===== src/rtl/led_shift_driver_if.sv =====
`default_nettype none
// ============================================================================
//  Module      : led_shift_driver_if
//  Description : Signal bundle between the LED shift driver, its frame
//                requester, the upstream 7-segment decoder and the external
//                74HC595-style shift-register chain.
//                master = the shift driver, slave = everything around it.
//  Revision    : 1.0 - initial release
// ============================================================================
interface led_shift_driver_if;

    // Frame request side
    logic       start;
    logic [1:0] digit_count;
    logic       busy;
    logic       frame_done;

    // Decoder side
    logic       dec_led_data;
    logic       dec_busy;
    logic       dec_next_led;

    // Shift-register chain side
    logic       sr_data;
    logic       sr_clk;
    logic       sr_latch;

    modport master (
        input  start,
        input  digit_count,
        input  dec_led_data,
        input  dec_busy,
        output dec_next_led,
        output sr_data,
        output sr_clk,
        output sr_latch,
        output busy,
        output frame_done
    );

    modport slave (
        output start,
        output digit_count,
        output dec_led_data,
        output dec_busy,
        input  dec_next_led,
        input  sr_data,
        input  sr_clk,
        input  sr_latch,
        input  busy,
        input  frame_done
    );

endinterface
`default_nettype wire


===== src/rtl/led_shift_driver.sv =====
`default_nettype none
// ============================================================================
//  Module      : led_shift_driver
//  Description : Paces the 7-segment decoder's serial segment stream with
//                dec_next_led strobes, shifts each bit into an external
//                74HC595-style chain (sr_data / sr_clk) and pulses sr_latch
//                to present the finished frame.
//                Optional feature macro: LED_AUTO_REFRESH_EN
//                  defined   -> frames are requested by a free-running
//                               refresh counter; start is ignored.
//                  undefined -> frames start only on accepted start pulses.
//  Revision    : 1.0 - initial release
// ============================================================================
module led_shift_driver #(
    parameter int CLK_DIV        = 4,       // clk cycles per sr_clk phase
    parameter int REFRESH_CYCLES = 100000   // auto-refresh period in clk cycles
) (
    input  logic                clk,
    input  logic                rst,
    led_shift_driver_if.master  bus
);

    // ------------------------------------------------------------------------
    // Constants
    // ------------------------------------------------------------------------
    localparam int              c_PH_W    = $clog2(CLK_DIV + 1);
    localparam logic [c_PH_W-1:0] c_PH_LOAD = c_PH_W'(CLK_DIV - 1);
    localparam int              c_BIT_W   = 5;

    // Reject nonsensical configurations at elaboration time.
    generate
        if (CLK_DIV < 1 || REFRESH_CYCLES < 1) begin : g_bad_param
            $error("led_shift_driver: CLK_DIV and REFRESH_CYCLES must be >= 1");
        end
    endgenerate

    // ------------------------------------------------------------------------
    // State machine encoding
    // ------------------------------------------------------------------------
    typedef enum logic [2:0] {
        S_IDLE     = 3'd0,
        S_LOAD     = 3'd1,
        S_SETTLE   = 3'd2,
        S_SETUP    = 3'd3,
        S_SHIFT_HI = 3'd4,
        S_ADVANCE  = 3'd5,
        S_LATCH    = 3'd6,
        S_DONE     = 3'd7
    } state_t;

    state_t               r_state;
    state_t               w_state_next;

    logic [c_PH_W-1:0]    r_phase;
    logic [c_BIT_W-1:0]   r_bit_cnt;
    logic [c_BIT_W-1:0]   r_num_bits;

    logic                 w_start_req;
    logic                 w_accept;
    logic                 w_phase_done;
    logic                 w_last_bit;
    logic [c_BIT_W-1:0]   w_num_bits;

    logic                 r_dec_next_led;
    logic                 r_sr_data;
    logic                 r_sr_clk;
    logic                 r_sr_latch;
    logic                 r_busy;
    logic                 r_frame_done;

    // 7 segments per digit: 7*d computed as 8*d - d to stay in 5 bits.
    assign w_num_bits   = {bus.digit_count, 3'b000} - {3'b000, bus.digit_count};
    assign w_phase_done = (r_phase == '0);
    assign w_last_bit   = (r_bit_cnt == (r_num_bits - 5'd1));

    // ------------------------------------------------------------------------
    // Frame request source
    // ------------------------------------------------------------------------
`ifdef LED_AUTO_REFRESH_EN
    localparam int                c_REF_W    = (REFRESH_CYCLES > 1) ? $clog2(REFRESH_CYCLES) : 1;
    localparam logic [c_REF_W-1:0] c_REF_LAST = c_REF_W'(REFRESH_CYCLES - 1);

    logic [c_REF_W-1:0] r_refresh_cnt;
    logic               r_pending;
    logic               w_refresh_wrap;

    assign w_refresh_wrap = (r_refresh_cnt == c_REF_LAST);
    // A request is either a fresh wrap or one parked while a frame was running.
    assign w_start_req    = w_refresh_wrap | r_pending;

    // Free-running refresh counter; a wrap seen while busy is parked (depth 1).
    always_ff @(posedge clk or posedge rst) begin
        if (rst) begin
            r_refresh_cnt <= '0;
            r_pending     <= 1'b0;
        end else begin
            r_refresh_cnt <= w_refresh_wrap ? '0 : r_refresh_cnt + 1'b1;
            if (w_accept) begin
                r_pending <= 1'b0;
            end else if (w_refresh_wrap) begin
                r_pending <= 1'b1;
            end
        end
    end
`else
    assign w_start_req = bus.start;
`endif

    // ------------------------------------------------------------------------
    // Next-state decode
    // ------------------------------------------------------------------------
    // Next-state logic; start is only looked at in IDLE so requests made
    // while a frame is running are dropped.
    always_comb begin
        w_state_next = r_state;
        w_accept     = 1'b0;
        case (r_state)
            S_IDLE: begin
                if (w_start_req) begin
                    w_accept     = 1'b1;
                    w_state_next = (w_num_bits == '0) ? S_LATCH : S_LOAD;
                end
            end
            S_LOAD:     w_state_next = S_SETTLE;
            S_SETTLE:   w_state_next = S_SETUP;
            S_SETUP: begin
                if (w_phase_done) begin
                    w_state_next = S_SHIFT_HI;
                end
            end
            S_SHIFT_HI: begin
                if (w_phase_done) begin
                    w_state_next = w_last_bit ? S_LATCH : S_ADVANCE;
                end
            end
            S_ADVANCE:  w_state_next = S_SETTLE;
            S_LATCH: begin
                if (w_phase_done) begin
                    w_state_next = S_DONE;
                end
            end
            S_DONE:     w_state_next = S_IDLE;
            default:    w_state_next = S_IDLE;
        endcase
    end

    // State register.
    always_ff @(posedge clk or posedge rst) begin
        if (rst) begin
            r_state <= S_IDLE;
        end else begin
            r_state <= w_state_next;
        end
    end

    // Phase counter counts down CLK_DIV-1..0 and reloads on every state change,
    // so each timed state lasts exactly CLK_DIV cycles.
    always_ff @(posedge clk or posedge rst) begin
        if (rst) begin
            r_phase <= '0;
        end else if (w_state_next != r_state) begin
            r_phase <= c_PH_LOAD;
        end else if (!w_phase_done) begin
            r_phase <= r_phase - 1'b1;
        end
    end

    // Bit counter and frame length captured when a frame is accepted.
    always_ff @(posedge clk or posedge rst) begin
        if (rst) begin
            r_bit_cnt  <= '0;
            r_num_bits <= '0;
        end else if (w_accept) begin
            r_bit_cnt  <= '0;
            r_num_bits <= w_num_bits;
        end else if (r_state == S_SHIFT_HI && w_phase_done) begin
            r_bit_cnt  <= r_bit_cnt + 1'b1;
        end
    end

    // ------------------------------------------------------------------------
    // Registered outputs
    // ------------------------------------------------------------------------
    // Outputs are flops decoded from the next state, so each one is high for
    // exactly the cycles the FSM spends in the matching state.
    always_ff @(posedge clk or posedge rst) begin
        if (rst) begin
            r_dec_next_led <= 1'b0;
            r_sr_clk       <= 1'b0;
            r_sr_latch     <= 1'b0;
            r_busy         <= 1'b0;
            r_frame_done   <= 1'b0;
        end else begin
            r_dec_next_led <= (w_state_next == S_LOAD) || (w_state_next == S_ADVANCE);
            r_sr_clk       <= (w_state_next == S_SHIFT_HI);
            r_sr_latch     <= (w_state_next == S_LATCH);
            r_busy         <= (w_state_next != S_IDLE);
            r_frame_done   <= (w_state_next == S_DONE);
        end
    end

    // Serial data is captured once per bit as SETTLE ends, after the decoder
    // has had a cycle to update; once the decoder is idle the chain is padded
    // with 0 regardless of what its data line shows.
    always_ff @(posedge clk or posedge rst) begin
        if (rst) begin
            r_sr_data <= 1'b0;
        end else if (r_state == S_SETTLE) begin
            r_sr_data <= bus.dec_busy ? bus.dec_led_data : 1'b0;
        end
    end

    assign bus.dec_next_led = r_dec_next_led;
    assign bus.sr_data      = r_sr_data;
    assign bus.sr_clk       = r_sr_clk;
    assign bus.sr_latch     = r_sr_latch;
    assign bus.busy         = r_busy;
    assign bus.frame_done   = r_frame_done;

endmodule
`default_nettype wire


===== src/flat_wrapper.sv =====
// flat-port wrapper written by rule: the top's interface ports become plain ports
module led_shift_driver_flat 
#(
    parameter int CLK_DIV        = 4,                                     
    parameter int REFRESH_CYCLES = 100000                                       
)
  (clk, rst, bus_start, bus_digit_count, bus_dec_led_data, bus_dec_busy, bus_dec_next_led, bus_sr_data, bus_sr_clk, bus_sr_latch, bus_busy, bus_frame_done);
  led_shift_driver_if bus_i ();
  input  logic clk;
  input  logic rst;
  input wire logic [$bits(bus_i.start)-1:0] bus_start;
  input wire logic [$bits(bus_i.digit_count)-1:0] bus_digit_count;
  input wire logic [$bits(bus_i.dec_led_data)-1:0] bus_dec_led_data;
  input wire logic [$bits(bus_i.dec_busy)-1:0] bus_dec_busy;
  output wire logic [$bits(bus_i.dec_next_led)-1:0] bus_dec_next_led;
  output wire logic [$bits(bus_i.sr_data)-1:0] bus_sr_data;
  output wire logic [$bits(bus_i.sr_clk)-1:0] bus_sr_clk;
  output wire logic [$bits(bus_i.sr_latch)-1:0] bus_sr_latch;
  output wire logic [$bits(bus_i.busy)-1:0] bus_busy;
  output wire logic [$bits(bus_i.frame_done)-1:0] bus_frame_done;
  assign bus_i.start = bus_start;
  assign bus_i.digit_count = bus_digit_count;
  assign bus_i.dec_led_data = bus_dec_led_data;
  assign bus_i.dec_busy = bus_dec_busy;
  assign bus_dec_next_led = bus_i.dec_next_led;
  assign bus_sr_data = bus_i.sr_data;
  assign bus_sr_clk = bus_i.sr_clk;
  assign bus_sr_latch = bus_i.sr_latch;
  assign bus_busy = bus_i.busy;
  assign bus_frame_done = bus_i.frame_done;
  led_shift_driver #(.CLK_DIV(CLK_DIV), .REFRESH_CYCLES(REFRESH_CYCLES)) u_core (.clk(clk), .rst(rst), .bus(bus_i));
endmodule

===== config.mk =====
export PLATFORM = sky130hd
export DESIGN_NAME = led_shift_driver_flat
export DESIGN_NICKNAME = d
export VERILOG_FILES = /design/src/rtl/led_shift_driver_if.sv /design/src/rtl/led_shift_driver.sv /design/src/flat_wrapper.sv
export SDC_FILE = /design/constraint.sdc
export NUM_CORES = 1
export LEC_CHECK = 0
export BUFFER_PORTS_ARGS = -buffer_cell sky130_fd_sc_hd__buf_4
export CELL_PAD_IN_SITES_DETAIL_PLACEMENT = 2
export CELL_PAD_IN_SITES_GLOBAL_PLACEMENT = 2
export CORE_MARGIN = 5
export CORE_UTILIZATION = 36
export DETAILED_ROUTE_END_ITERATION = 10
export PLACE_DENSITY = 0.84
export SYNTH_ARGS = -nofsm -noshare
export SYNTH_HDL_FRONTEND = slang
export SYNTH_SLANG_ARGS = --single-unit

===== constraint.sdc =====
create_clock -name clk -period 2.1 [get_ports clk]
set_clock_uncertainty 0.2 [all_clocks]
set_input_delay 0 -clock clk [delete_from_list [all_inputs] [get_ports clk]]
set_output_delay 0 -clock clk [all_outputs]
set_load 0.03 [all_outputs]

Word level (Yosys, flattened, before mapping):

Index checks and enable logic that the tools add are counted.

* register bits after elaboration: 22
* output and inout port bits: 6
* logic and storage cells: 51

* reduce and logical (&&, ||, !) cells: 8
* mux-type cells: 14
* add/subtract/negate cells: 4
* equality and inequality tests: 15

Operators with widths (number)
* == test 3 bit, second input constant: 8
* two-way mux 3 bit: 7
* case mux 3 bit (7 select lines): 1
* two-way mux 5 bit: 2
* == test 3 x 1 -> 1 bit, second input constant: 2
* == test 3 x 2 -> 1 bit, second input constant: 2
* logical NOT 3 bit: 2
* adder 5 x 1 -> 5 bit, second input constant: 1
* == test 5 bit: 1
* logical NOT 5 bit: 1
* subtractor 5 x 1 -> 5 bit, second input constant: 1
* subtractor 5 x 2 -> 5 bit: 1
* two-way mux 1 bit: 3
* != test 3 bit: 1
* nonzero test 3 bit: 1
* subtractor 3 x 1 -> 3 bit, second input constant: 1
* two-way mux 2 bit: 1
* != test 2 bit, second input constant: 1
* nonzero test 2 bit: 1
* OR reduction 2 bit: 1
* logical AND 1 bit: 1
* logical OR 1 bit: 1

Depth between registers and ports, before layout:

Gate-level depths: netlist of run 1.

* depth after elaboration: 7
* depth in mapped cells: 8
* gate-level depth less buffers: 7

Worst setup path before layout of run 1:

OpenSTA, ideal clock, no wires.

* kind: flip-flop to flip-flop
* from: reg u_core.r_num_bits[0]
* to: reg u_core.r_dec_next_led, in the netlist u_core.bus.dec_next_led
* setup slack: 0.224 ns
* required time: 1.781 ns
* buffers on the path: 0
* arrival: 1.557 ns
* clock period less this slack: 1.876 ns
* cell stages (with the launch flop): 8
* cell sequence: dfrtp_1 -> inv_1 -> ha_1 -> nor2b_1 -> or3_1 -> a31oi_2 -> a31oi_1 -> and2_1

* word-level cells in the longest chain between the ends: 7
* elaborated cells on any way between the ends: 8
* those cells by class: add/sub (1); eq/ne (3); mux (3); reduce/logical (1)

Ends and longest elaborated chain
* from (decl): line led_shift_driver.sv:56 `logic [c_BIT_W-1:0] r_num_bits;`
* from (signal assigned): line led_shift_driver.sv:175 `r_num_bits <= w_num_bits;`
* subtractor 5 x 1 -> 5 bit (*): line led_shift_driver.sv:74 `assign w_last_bit = (r_bit_cnt == (r_num_bits - 5'd1));`
* == test 5 bit (*): line led_shift_driver.sv:74
* two-way mux 2 bit (*): line led_shift_driver.sv:133 `w_state_next = w_last_bit ? S_LATCH : S_ADVANCE;`
* two-way mux 3 bit (*): line led_shift_driver.sv:132 `if (w_phase_done) begin`
* case mux 3 bit (7 select lines) (*): line led_shift_driver.sv:117 `case (r_state)`
* net u_core.w_state_next[0]: line led_shift_driver.sv:52 `state_t w_state_next;`
* == test 3 x 1 -> 1 bit / == test 3 bit (equally long branches): line led_shift_driver.sv:194 `r_dec_next_led <= (w_state_next == S_LOAD) || (w_state_next == S_ADVANCE);`
* logical OR 1 bit (*): line led_shift_driver.sv:194
* to (signal assigned): line led_shift_driver.sv:194
* to (decl): line led_shift_driver.sv:64 `logic r_dec_next_led;`

Mark *: on every way through the listed nets, which the timed path passes. The rest lies on a longest branch.
A chain may end at the register's enable or synchronous reset.

Worst setup path after layout of run 1:

Same ends and word-level chain as after synthesis.

==> results of run 1 <==
cells by family after synthesis:
kind of cell    synth area share
buf+inv                  0.06024
mux                      0.03414
compound gates            0.1396
flops                     0.4418
xor+xnor                 0.07029
simple gates              0.1737
fa+ha+maj                0.08032
state kept, by name, summed over array words and instances, names as in the netlist:
name,cells
u_core.bus.busy,1
u_core.bus.dec_next_led,1
u_core.bus.frame_done,1
u_core.bus.sr_clk,1
u_core.bus.sr_data,1
u_core.bus.sr_latch,1
u_core.r_bit_cnt,5
u_core.r_num_bits,5
u_core.r_phase,3
u_core.r_state,3
routing by layer:
metal | vias up | wire length [um]
met5 | - | 0
met4 | 0 | 31
met3 | 4 | 102
met2 | 15 | 1584
met1 | 498 | 1338
li1 | 476 | -
placed cells by master, fill, tap and decap left out, drive strengths merged, types with 2 or more instances in the layout:
| cell | synthesis | routed |
|---|---|---|
| inv | 10 | 10 |
| nand4 | 2 | 2 |
| buf | 5 | 18 |
| o21ai | 9 | 9 |
| nand2 | 10 | 10 |
| mux2i | 2 | 2 |
| xor2 | 3 | 3 |
| ha | 8 | 8 |
| nor2 | 10 | 10 |
| nor4 | 3 | 3 |
| clkbuf | 1 | 3 |
| dlygate4sd3 | 0 | 6 |
| nand2b | 2 | 2 |
| nor2b | 4 | 4 |
| xnor2 | 7 | 7 |
| a21oi | 7 | 7 |
| dfrtp | 22 | 22 |
| a31oi | 6 | 6 |
| mux2 | 2 | 2 |
| nor3 | 2 | 2 |
report_power, final:
group          switching [W]  total (W)  internal (W)
Combinational       0.000587    0.00105      0.000467
Clock               0.000146   0.000340      0.000193
Sequential          0.000189   0.000785      0.000595
Total               0.000923    0.00218       0.00126
worst max-delay path, delay by kind of cell, from the launching register on:
| kind | cells | cell delay, ns |
|---|---|---|
| AO/OA/AOI/OAI | 2 | 0.31 |
| adder cells (fa/ha/maj) | 1 | 0.22 |
| buffers and inverters | 1 | 0.07 |
| flip-flops | 1 | 0.40 |
| AND/OR/NAND/NOR | 3 | 0.72 |
timing repair:
item	4_1_cts	5_1_grt
setup buffers	0	1
endpoints found under the setup margin	0	2
hold endpoints to repair	33	0
resized for setup	0	1
hold buffers	6	0
final cells by class:
cell class	instances	area, sq um
multi-input cells	89	629.4
inverters	10	37.54
clock inverters	1	30.03
fillers	374	1814
well taps	46	57.56
clock buffers	3	22.52
repair buffers	24	195.2
flip-flops and latches	22	550.5
path summary, 6_finish.rpt:
check                                                      start                                end  slack, ns  cells past startpoint
max in group asynchronous                                    rst    u_core.r_bit_cnt[0]$_DFFE_PP0P_       1.42                      4
worst min-delay path                                         rst      u_core.r_phase[1]$_DFFE_PP0P_       0.05                      4
min in group clk                                    bus_dec_busy     u_core.bus.sr_data$_DFFE_PP0P_       0.26                      4
worst max-delay path            u_core.r_num_bits[0]$_DFFE_PP0P_  u_core.bus.dec_next_led$_DFF_PP0_       0.08                      7
worst max register to register  u_core.r_num_bits[0]$_DFFE_PP0P_  u_core.bus.dec_next_led$_DFF_PP0_       0.08                      7
worst min register to register     u_core.r_phase[1]$_DFFE_PP0P_      u_core.r_phase[1]$_DFFE_PP0P_       0.32                      2
stage by stage:
step                       TNS, ns    util  setup WS [ns]  area, sq um
after floorplan                  0       -         0.2240         1246
after global placement           0  0.4177         0.1737         1394
after detailed placement         0  0.4177        0.08423         1394
after CTS                        0  0.4514        0.04243         1506
after global routing      -0.02142  0.4563       -0.01996         1523
final                            0  0.4563        0.08334         1523
==> run summary, run 1 <==
The count of nets after finishing came out at 165. The first detailed-routing pass took 2 iterations. The number of pins exceeding their max-slew limit in the final report came to 0. Total power for the finished layout comes to 0.002179 W. The number of distinct standard cells referenced by the synthesized netlist came out at 38. Routability-driven placement finished with a final weighted congestion of between 0.7 and 0.8.

After detailed routing, the number of remaining DRC violations is 0. After clock tree synthesis, the clock-pin slew on the worst setup and hold paths is ~0.13 ns. The final setup violation count is 0. The startpoint-to-endpoint class of the critical path is flop to flop. Entering global routing, the biggest net connects 23 pins. Using the TritonRoute via totals, the vias-per-cell ratio works out to 5.092.

The final routed wire length divided by cell count is 15.67 um. The port buffer count came out at 12. The number of placed instances, taps included came out at ~180. Compared with the post-synthesis result, the final layout area differs by 22.19%. For this design the top-level I/O count stands at 13. The cell area that synthesis handed to floorplanning was 1246 sq um. Yosys instantiated no cell more often than dfrtp_1. For this run, global-route usage on met3 was measured as 0.01945.

The library cell used as clock root buffer is clkbuf_4. The wire-length estimate of the detail-placed layout is 2238 um. The synthesized design contains 22 register bits. The routed via count came out at 993.

The fraction of synthesized cell area taken by the top area cell type is 0.4418. Counting the buffers created by CTS gives 3. The number of placement rows is 21. The layer flagged by global routing as most heavily used is met2. The global-route wire length before repair came out at approximately 5200 um. The violation count after the first detailed-routing iteration came out at 34. The number of enable flip-flop cells after synthesis came out at 0.

The width of the chip came out at 68.84 um. The normalized max-slew margin is 0.7645. The static leakage power came out at between 0.6 and 0.7 nW. The transition at the pin with the smallest max-transition slack is 0.3508 ns. Sorting the synthesized cells by how often they occur yields 22 x dfrtp_1, 10 x inv_1, 10 x nand2_1.

The vertical die dimension is 68.84 um. By area the synthesized netlist is led by dfrtp_1 44%, ha_1 8.0%, xnor2_1 4.9%. The TritonCTS clock tree is built. The number of levels the H-tree was split into is 1. The signal on the critical path passes through inv_1 -> ha_1 -> nor2b_1 -> or3_1 -> a31oi_4 -> a31oi_1 -> and2_1. The number of global-route vias before repair is 1085. In this design, the stage delay of the slowest critical-path cell is ~0.4 ns.

The category of the worst setup path launch point is a flop. The tool flagged a number of max-cap violations equal to 0. The most used flip-flop cell after synthesis is dfrtp_1. The post-synthesis average cell area came out at 9.813 sq um. The count of synthesis-stage warnings from yosys is 0. The net count after synthesis is between 100 and 150. The final hold violation count came out at 0. In this run the worst hold path is classified as input pin to asynchronous set/reset pin. For this run, asynchronously set or reset flops after synthesis account for 1.000. The run finished with clean final reports. For the worst-skew pair, the clock arrives at the later sink with an insertion delay of 0.33 ns. Along the worst path, the maximum fanout reaches 3. The number of antenna cells inserted is 0. The die area is 4738 sq um. The maximum vdd ir drop came out at 0.5752 mV.

STA puts the critical path data required time at about 2.1 ns. The largest individual stage delay along the critical path comes from the cell dfrtp_1. The final non-filler cell total is 195. After floorplanning, the core was sized to cover 3337 sq um. The post-synthesis cell type with the largest combined area is dfrtp_1. The number of antenna violations at the first check in global routing is 0.

The top achievable clock speed is between 400 and 500 MHz. Final hold analysis gives a worst-case slack of a little over 0.05 ns. The final layout contains routed wiring with a total length of approximately 3100 um.

Clock tree synthesis found a total of 22 sinks. The number of instances in the synthesized netlist came out at 127. The initial standard-cell utilization of the core is 0.3735. The post-route clock period utilization is 0.9603. The worst path arrival time came out at between 2 and 2.5 ns.

The fraction of layout cells with a size suffix above 1 came out at 0.2081. The areal power density over the cells came out at 1431 nW/um^2. The maximum root-to-sink buffer count is 2.

Summed over all layers, the global routing overflow is 0. In the global route stage, overall resource usage came out at 0.1495. The worst setup path is captured at a flop. The residual antenna-violating net count after detailed routing is 0.

Of the synthesized area, sequential elements account for 0.4418. The met2 routing resource usage after global routing is 0.2682. The clock period minus worst slack is just over 2 ns.

The met1 usage is 0.1735.
No activity file was read; power rests on OpenSTA's default activity.
==> inputs of run 2 (changes only) <==
--- a/config.mk
+++ b/config.mk
@@ -6,7 +6,7 @@
 export NUM_CORES = 1
 export LEC_CHECK = 0
 export BUFFER_PORTS_ARGS = -buffer_cell sky130_fd_sc_hd__buf_4
-export CELL_PAD_IN_SITES_DETAIL_PLACEMENT = 2
+export CELL_PAD_IN_SITES_DETAIL_PLACEMENT = 0
 export CELL_PAD_IN_SITES_GLOBAL_PLACEMENT = 2
 export CORE_MARGIN = 5
 export CORE_UTILIZATION = 36
==> run 2 against run 1 <==
Compared with the run above: sequential cell count is the same; combinational power is 7% lower; setup slack better by 0.075 ns; critical path depth unchanged; via count shrank 6.4%; non-clock buffer count unchanged; maximum frequency grew 3.8%; count of clock-buffer cells in the layout is 1 higher; sequential share of layout area is 0.60 points higher; hold slack better by 0.010 ns; highest routed layer unchanged; power fell by 9.5%; largest cell class unchanged; utilization shrank 0.75 points.
==> run summary, run 2 (synthesized netlist as in run 1, its figures left out) <==
The run finished with clean final reports. The residual antenna-violating net count after detailed routing is 0 (unchanged). The clock period minus worst slack came out at 1.942 ns (-0.07464 ns).

The flop-to-flop setup slack came out at 0.16 ns (+0.07 ns). The critical path data required time is 2.14 ns (about the same). The largest registers in the layout are u_core.r_bit_cnt: 5 flops, u_core.r_num_bits: 5 flops. The number of placement rows was 21 (unchanged). The mean number of vias per cell came to 4.764 (-6.4%).

The width of the chip came out at 68.84 um (unchanged). The highest metal layer carrying signal wires in the routed design is met4. The vertical die dimension is 68.84 um (unchanged). The final weighted congestion in routability-driven placement came out at 0.7930 (unchanged). The number of antenna violations at the first check in global routing came out at 0 (unchanged). The kind of capture point of the worst setup path is a flop. The power spent charging and discharging nets is 0.0008245 W (-11%). The initial standard-cell utilization of the core is 0.3735 (unchanged). The category of the worst setup path launch point is a flop. The clock sink count came out at 22 (unchanged). The port buffer count is 12 (unchanged). The number of levels the H-tree was split into was 1 (unchanged). The post-route clock period utilization came to 0.9248 (-0.03554). The violation count after the first detailed-routing iteration came out at 27 (-21%). The area of the core came to 3337 sq um (unchanged). The half-perimeter wire length of the detailed placement result is 1721 um (-23%). The number of buffers added by the clock tree synthesis step is 3 (unchanged). TritonCTS built the clock tree. The static leakage power was 0.6733 nW (-1.2%).

The clock-pin slew of the registers on the worst-case setup and hold paths came out at 0.13 ns (about the same). The power share of the combinational group is 0.493 (+0.009). The wire length reported by the detailed router was 2307 um (-25%). The final routed wire length divided by cell count came out at 11.83 um (-25%). The startpoint identified for the worst register-to-register timing path is u_core.r_num_bits[0]$_DFFE_PP0P_.

The fraction of layout cells with a size suffix above 1 is 0.2081 (unchanged). The path category of the worst min-delay check is input pin to asynchronous set/reset pin. The number of top-level pins is 13 (unchanged).

The number of global-route vias before repair came to 914 (-16%). The share of power burned in registers is 0.388 (+0.028). The met2 wire length is 1122 um (-29%).

The largest net degree at the start of global routing came to 23 (unchanged). The cell-internal power is 0.001148 W (-8.6%). The top achievable clock speed is 514.9 MHz (+3.8%).

The number of detailed-routing iterations run before antenna repair is 4 (+2). The source-to-sink clock delay at the later pin of the worst-skew pair is 0.31 ns (-0.02 ns). The transition at the pin with the smallest max-transition slack came out at 0.3202 ns (-0.03059 ns).

The biggest fanout along the worst timing path was 3 (unchanged). Leaving out fill and tap cells, the most frequent cells in the layout are 22 x dfrtp_1, 18 x buf_4, 10 x inv_1, 10 x nand2_1, 8 x ha_1. The layout overhead on the synthesized area is 20.18%. The startpoint-to-endpoint class of the critical path is flop to flop.

The routed via count is 929 (-6.4%). The number of pins exceeding their max-slew limit in the final report came out at 0 (unchanged). The proportion of total power due to net switching is 0.4179 (-0.005565). The worst path arrival time is 1.98 ns (-0.08 ns). The maximum root-to-sink buffer count is 2 (unchanged).

The met1 routed wirelength after detailed routing is 1085 um (-19%). Leaving out fill and tap cells, the most frequent cell in the layout is dfrtp_1. The global-route wire length before repair came out at 4043 um (-22%). The library cell used as clock root buffer is clkbuf_4.

The number of antenna cells inserted came out at 0 (unchanged). The areal power density over the cells came to 1317 nW/um^2 (-7.9%). Setup repair after global routing left no endpoint under its margin. The maximum vdd ir drop was 0.5413 mV (-5.9%). The number of cells on the worst reg-to-reg path came out at 7 (unchanged).

The global routing usage summed across all routing layers is 0.1119 (-0.03755). The clock network power share is 0.119 (-0.037). The number of design rule violations left after detail routing came out at 0 (unchanged). The total of max-cap violations came out at 0 (unchanged). The die area came out at 4738 sq um (unchanged).

The sum of met3 wire segment lengths after detailed routing is 88 um (-14%). The final setup violation count is 0 (unchanged). The normalized max-slew margin is 0.7848 (+0.02030). The destination of the worst register-to-register timing path is u_core.bus.sr_latch$_DFF_PP0_. The final hold violation count came to 0 (unchanged). The worst hold margin is 0.06154 ns (+0.01015 ns). The total negative setup slack is 0 ns (unchanged). The filler cell count came out at 341 (-8.8%).

The sum of internal, switching and leakage power is 0.001973 W (-9.5%). The total global routing overflow is 0 (unchanged). The count of nets after finishing is 165 (unchanged).
run 2: cell count changes in the layout (fill, tap and decap cells not counted):
| cell | before | now |
|---|---|---|
| a31oi_4 | 1 | 0 |
| clkbuf_8 | 0 | 1 |
| bufinv_16 | 1 | 0 |
| a31oi_2 | 0 | 1 |
run 2: worst max-delay path: stages, from the launching register on:
cell and delay, ns:
dfrtp_1 0.37, inv_1 0.06, ha_1 0.21, nor2b_1 0.14, or3_1 0.36, a31oi_2 0.21, a31oi_1 0.12, a211oi_2 0.19
run 2: cell type report:
cell class,count,area (sq um),share of cell area
clock buffer,4,36.28,0.02423
inverter,10,37.54,0.02506
multi-input combinational,89,620.6,0.4144
timing repair buffer,24,195.2,0.1303
tap,46,57.56,0.03843
sequential,22,550.5,0.3676
run 2: through the flow:
stage / cells / utilization / cell area [sq um] / worst slack [ns]
finish: 195 / 0.4488 / 1498 / 0.1580
global route: 195 / 0.4488 / 1498 / 0.00006706
CTS: 194 / 0.4466 / 1490 / 0.09648
detailed placement: 184 / 0.4177 / 1394 / 0.1345
global placement: 184 / 0.4177 / 1394 / 0.1737
floorplan: 127 / - / 1246 / 0.2240
run 2: routing by layer:
layer	global-route usage	vias up
met5	0	-
li1	-	476
met4	0.03650	0
met1	0.1440	440
met3	0.01945	2
met2	0.1895	11
run 2: power groups by stage:
stage | Clock [W] | Sequential [W] | Combinational (W)
CTS | 0.000249 | 0.000770 | 0.000964
finish | 0.000235 | 0.000765 | 0.000972
floorplan | 0 | 0.000778 | 0.000751
detailed placement | 0 | 0.000779 | 0.000952
global placement | 0 | 0.000779 | 0.000948
global route | 0.000263 | 0.000792 | 0.00110
run 2: worst max-delay path by stage:
stage	startpoint	end	slack (ns)
2_1_floorplan	u_core.r_num_bits[0]$_DFFE_PP0P_	u_core.bus.dec_next_led$_DFF_PP0_	0.22
3_3_place_gp	u_core.r_num_bits[0]$_DFFE_PP0P_	u_core.bus.sr_latch$_DFF_PP0_	0.17
3_5_place_dp	u_core.r_num_bits[0]$_DFFE_PP0P_	u_core.bus.sr_latch$_DFF_PP0_	0.13
4_1_cts	u_core.r_num_bits[0]$_DFFE_PP0P_	u_core.bus.sr_latch$_DFF_PP0_	0.1
5_1_grt	u_core.r_num_bits[0]$_DFFE_PP0P_	u_core.bus.sr_latch$_DFF_PP0_	0.00007
6_report	u_core.r_num_bits[0]$_DFFE_PP0P_	u_core.bus.sr_latch$_DFF_PP0_	0.16
run 2: timing repair:
action,CTS,global route
gates resized for setup,0,0
setup buffers,0,1
hold endpoints to repair,33,0
setup endpoints to repair,0,2
hold buffers,6,0
==> inputs of run 3 (changes only) <==
==> constraint.sdc (replaced) <==
create_clock -name clk -period 2.14 [get_ports clk]
set_clock_uncertainty 0.2 [all_clocks]
set_input_delay 0 -clock clk [delete_from_list [all_inputs] [get_ports clk]]
set_output_delay 0 -clock clk [all_outputs]
set_load 0.03 [all_outputs]
==> run 3 against run 2 <==
Compared with the run above: utilization is 0.64 points lower; sequential share of layout area up 0.53 points; sequential power shrank 1%; hold slack gained 0.018 ns; cell area decreased by 1.4%; cell count fell by 1.0%; die area is the same; power fell by 4.5%; routed wire length shrank 1.6%; clock power is 21% lower; critical path type unchanged; critical endpoint unchanged.
==> run summary, run 3 (synthesized netlist as in run 1, its figures left out) <==
The flow ran to the end, and the final reports show no timing, DRC or antenna violations. The transition at the pin with the smallest max-transition slack is 0.3211 ns (+0.0009348 ns). The total global routing overflow is 0 (unchanged). Tracing the worst setup path back leads to its startpoint at u_core.r_num_bits[0]$_DFFE_PP0P_. The fraction of layout cells with a size suffix above 1 is 0.1973 (-0.01077). The number of cells on the worst reg-to-reg path is 7 (unchanged).

The share of power burned in registers is 0.401 (+0.013). The areal power density over the cells came to 1276 nW/um^2 (-3.1%). The final hold violation count came out at 0 (unchanged).

The mean number of vias per cell was 4.870 (+2.2%). The power share of the combinational group is 0.501 (+0.008). The critical path in this run is classified as flop to flop. The final non-filler cell total came to 193 (-1.0%). The final weighted congestion in routability-driven placement is 0.7645 (-3.6%).

The clock period minus worst slack came out at 1.975 ns (+0.03335 ns). The final worst-path setup slack is 0.1646 ns (+0.006646 ns). The source-to-sink clock delay at the later pin of the worst-skew pair is 0.30 ns (about the same). The top achievable clock speed came out at 506.2 MHz (-1.7%). The number of detailed-routing iterations run before antenna repair is 4 (unchanged).

The port buffer count came out at 12 (unchanged). The number of placement rows came to 21 (unchanged). The tree is rooted in a clkbuf_4. The initial standard-cell utilization of the core came out at 0.3735 (unchanged). In the final layout, the registers with the most flip-flops are u_core.r_bit_cnt: 5 flops, u_core.r_num_bits: 5 flops. The largest net degree at the start of global routing came out at 23 (unchanged). The violation count after the first detailed-routing iteration is 26 (-3.7%). The normalized max-slew margin is 0.7841 (about the same). The filler cell count is 329 (-3.5%). The core occupancy in the finished layout is 0.4424 (-0.006374).

The post-route clock period utilization is 0.9231 (-0.001700). The width of the chip is 68.84 um (unchanged). The number of antenna cells inserted is 0 (unchanged). The number of buffers added by the clock tree synthesis step is 3 (unchanged). The number of top-level pins came out at 13 (unchanged).

The power spent charging and discharging nets is 0.0008049 W (-2.4%). The startpoint identified for the worst register-to-register timing path is u_core.r_num_bits[0]$_DFFE_PP0P_. The count of nets after finishing is 164 (-0.61%).

The worst path arrival time came to 2.00 ns (+0.02 ns). The die area came out at 4738 sq um (unchanged). The number of gates resized after cts came out at 0 (unchanged).

The residual antenna-violating net count after detailed routing came out at 0 (unchanged). The total negative setup slack came out at 0 ns (unchanged). The vertical die dimension is 68.84 um (unchanged).

The worst setup path is launched from a flop. The number of design rule violations left after detail routing came out at 0 (unchanged). The critical path data required time was 2.17 ns (+0.03 ns). The number of antenna violations at the first check in global routing came out at 0 (unchanged). The clock sink count came out at 22 (unchanged). The static leakage power came out at 0.6611 nW (-1.8%). The tightest min-delay check is of the input pin to asynchronous set/reset pin type. The final instance area came to 1476 sq um (-1.4%). The number of placed instances, taps included is 184 (unchanged). The worst setup path is captured at a flop. The library cell used most frequently in the layout, excluding fill and tap cells, is dfrtp_1.

The number of levels the H-tree was split into was 1 (unchanged). The clock-pin slew of the registers on the worst-case setup and hold paths is 0.12 ns (about the same). The wire length reported by the detailed router was 2269 um (-1.6%). The total of max-cap violations is 0 (unchanged). The maximum root-to-sink buffer count came out at 2 (unchanged). Setup repair after global routing left no endpoint under its margin. The destination of the worst register-to-register timing path is u_core.bus.sr_latch$_DFF_PP0_. The worst-case setup slack after placement is 0.1792 ns (+0.04468 ns).

The proportion of total power due to net switching came out at 0.4272 (+0.009229). The maximum vdd ir drop is 0.5090 mV (-6.0%). The number of global-route vias before repair is 950 (+3.9%). The final setup violation count is 0 (unchanged). The biggest fanout along the worst timing path came to 3 (unchanged). The final routed wire length divided by cell count is 11.76 um (-0.63%).

The total placed instance area came out at 1394 sq um (unchanged). In the layout the commonest cells are 22 x dfrtp_1, 17 x buf_4, 10 x inv_1, 10 x nand2_1, 8 x ha_1. The half-perimeter wire length of the detailed placement result came out at 1661 um (-3.5%). The number of pins exceeding their max-slew limit in the final report is 0 (unchanged). The global-route wire length before repair was 4160 um (+2.9%). The routed via count is 940 (+1.2%). TritonCTS built the clock tree. The global routing usage summed across all routing layers came out at 0.1153 (+0.003401). The clock network power share is 0.098 (-0.021). The flop-to-flop setup slack is 0.16 ns (about the same).

The layout overhead on the synthesized area came out at 18.47%. The area of the core is 3337 sq um (unchanged). In this run the worst setup path terminates at u_core.bus.sr_latch$_DFF_PP0_. The cell-internal power is 0.001079 W (-6.0%).
==> run 3: cell types whose count changed in the layout (fill, tap and decap cells not counted), sizes merged <==
cell | before | now
buf | 18 | 17
clkbuf | 4 | 3
==> run 3: final cells by class <==
cell class	count	area [sq um]	share of cell area
tap	46	57.56	0.03898
multi-input combinational	89	620.6	0.4203
timing repair buffer	23	187.7	0.1271
sequential	22	550.5	0.3729
inverter	10	37.54	0.02542
clock buffer	3	22.52	0.01525
==> run 3: worst max-delay path, stage by stage (launching register included) <==
cell and delay [ns]:
dfrtp_1 0.40, inv_1 0.07, ha_1 0.21, nor2b_1 0.14, or3_1 0.36, a31oi_2 0.21, a31oi_1 0.12, a211oi_2 0.20
==> run 3: worst min path at each step <==
stage	start	endpoint	slack [ns]	cells past startpoint
finish	rst	u_core.bus.busy$_DFF_PP0_	0.08	4
global route	rst	u_core.bus.busy$_DFF_PP0_	0.10	4
CTS	rst	u_core.r_bit_cnt[2]$_DFFE_PP0P_	0.09	4
detailed placement	rst	u_core.r_bit_cnt[2]$_DFFE_PP0P_	-0.13	3
global placement	rst	u_core.r_phase[2]$_DFFE_PP0P_	-0.14	3
floorplan	rst	u_core.bus.busy$_DFF_PP0_	-0.21	1
==> run 3: metal layers <==
metal,GRT usage,share of wire
met1,0.1440,0.45
met4,0.03650,0.0084
met2,0.2014,0.48
met3,0.01945,0.053
met5,0,0
==> run 3: timing repair <==
action,4_1_cts,5_1_grt
hold buffers,6,0
setup buffers,0,0
endpoints found under the hold margin,33,0
==> run 3: power groups by stage <==
stage	clock (W)	combinational, W	sequential, W
6_report	0.000185	0.000944	0.000755
5_1_grt	0.000215	0.00108	0.000786
4_1_cts	0.000195	0.000952	0.000754
3_5_place_dp	0	0.000937	0.000764
3_3_place_gp	0	0.000931	0.000764
2_1_floorplan	0	0.000736	0.000764
==> run 3: per-stage QoR <==
step / hold WS, ns / total power, W
3_5_place_dp: -0.1343 / 0.001701
6_report: 0.07921 / 0.001884
4_1_cts: 0.08507 / 0.001901
5_1_grt: 0.1027 / 0.002080
3_3_place_gp: -0.1372 / 0.001695
2_1_floorplan: -0.2108 / 0.001500
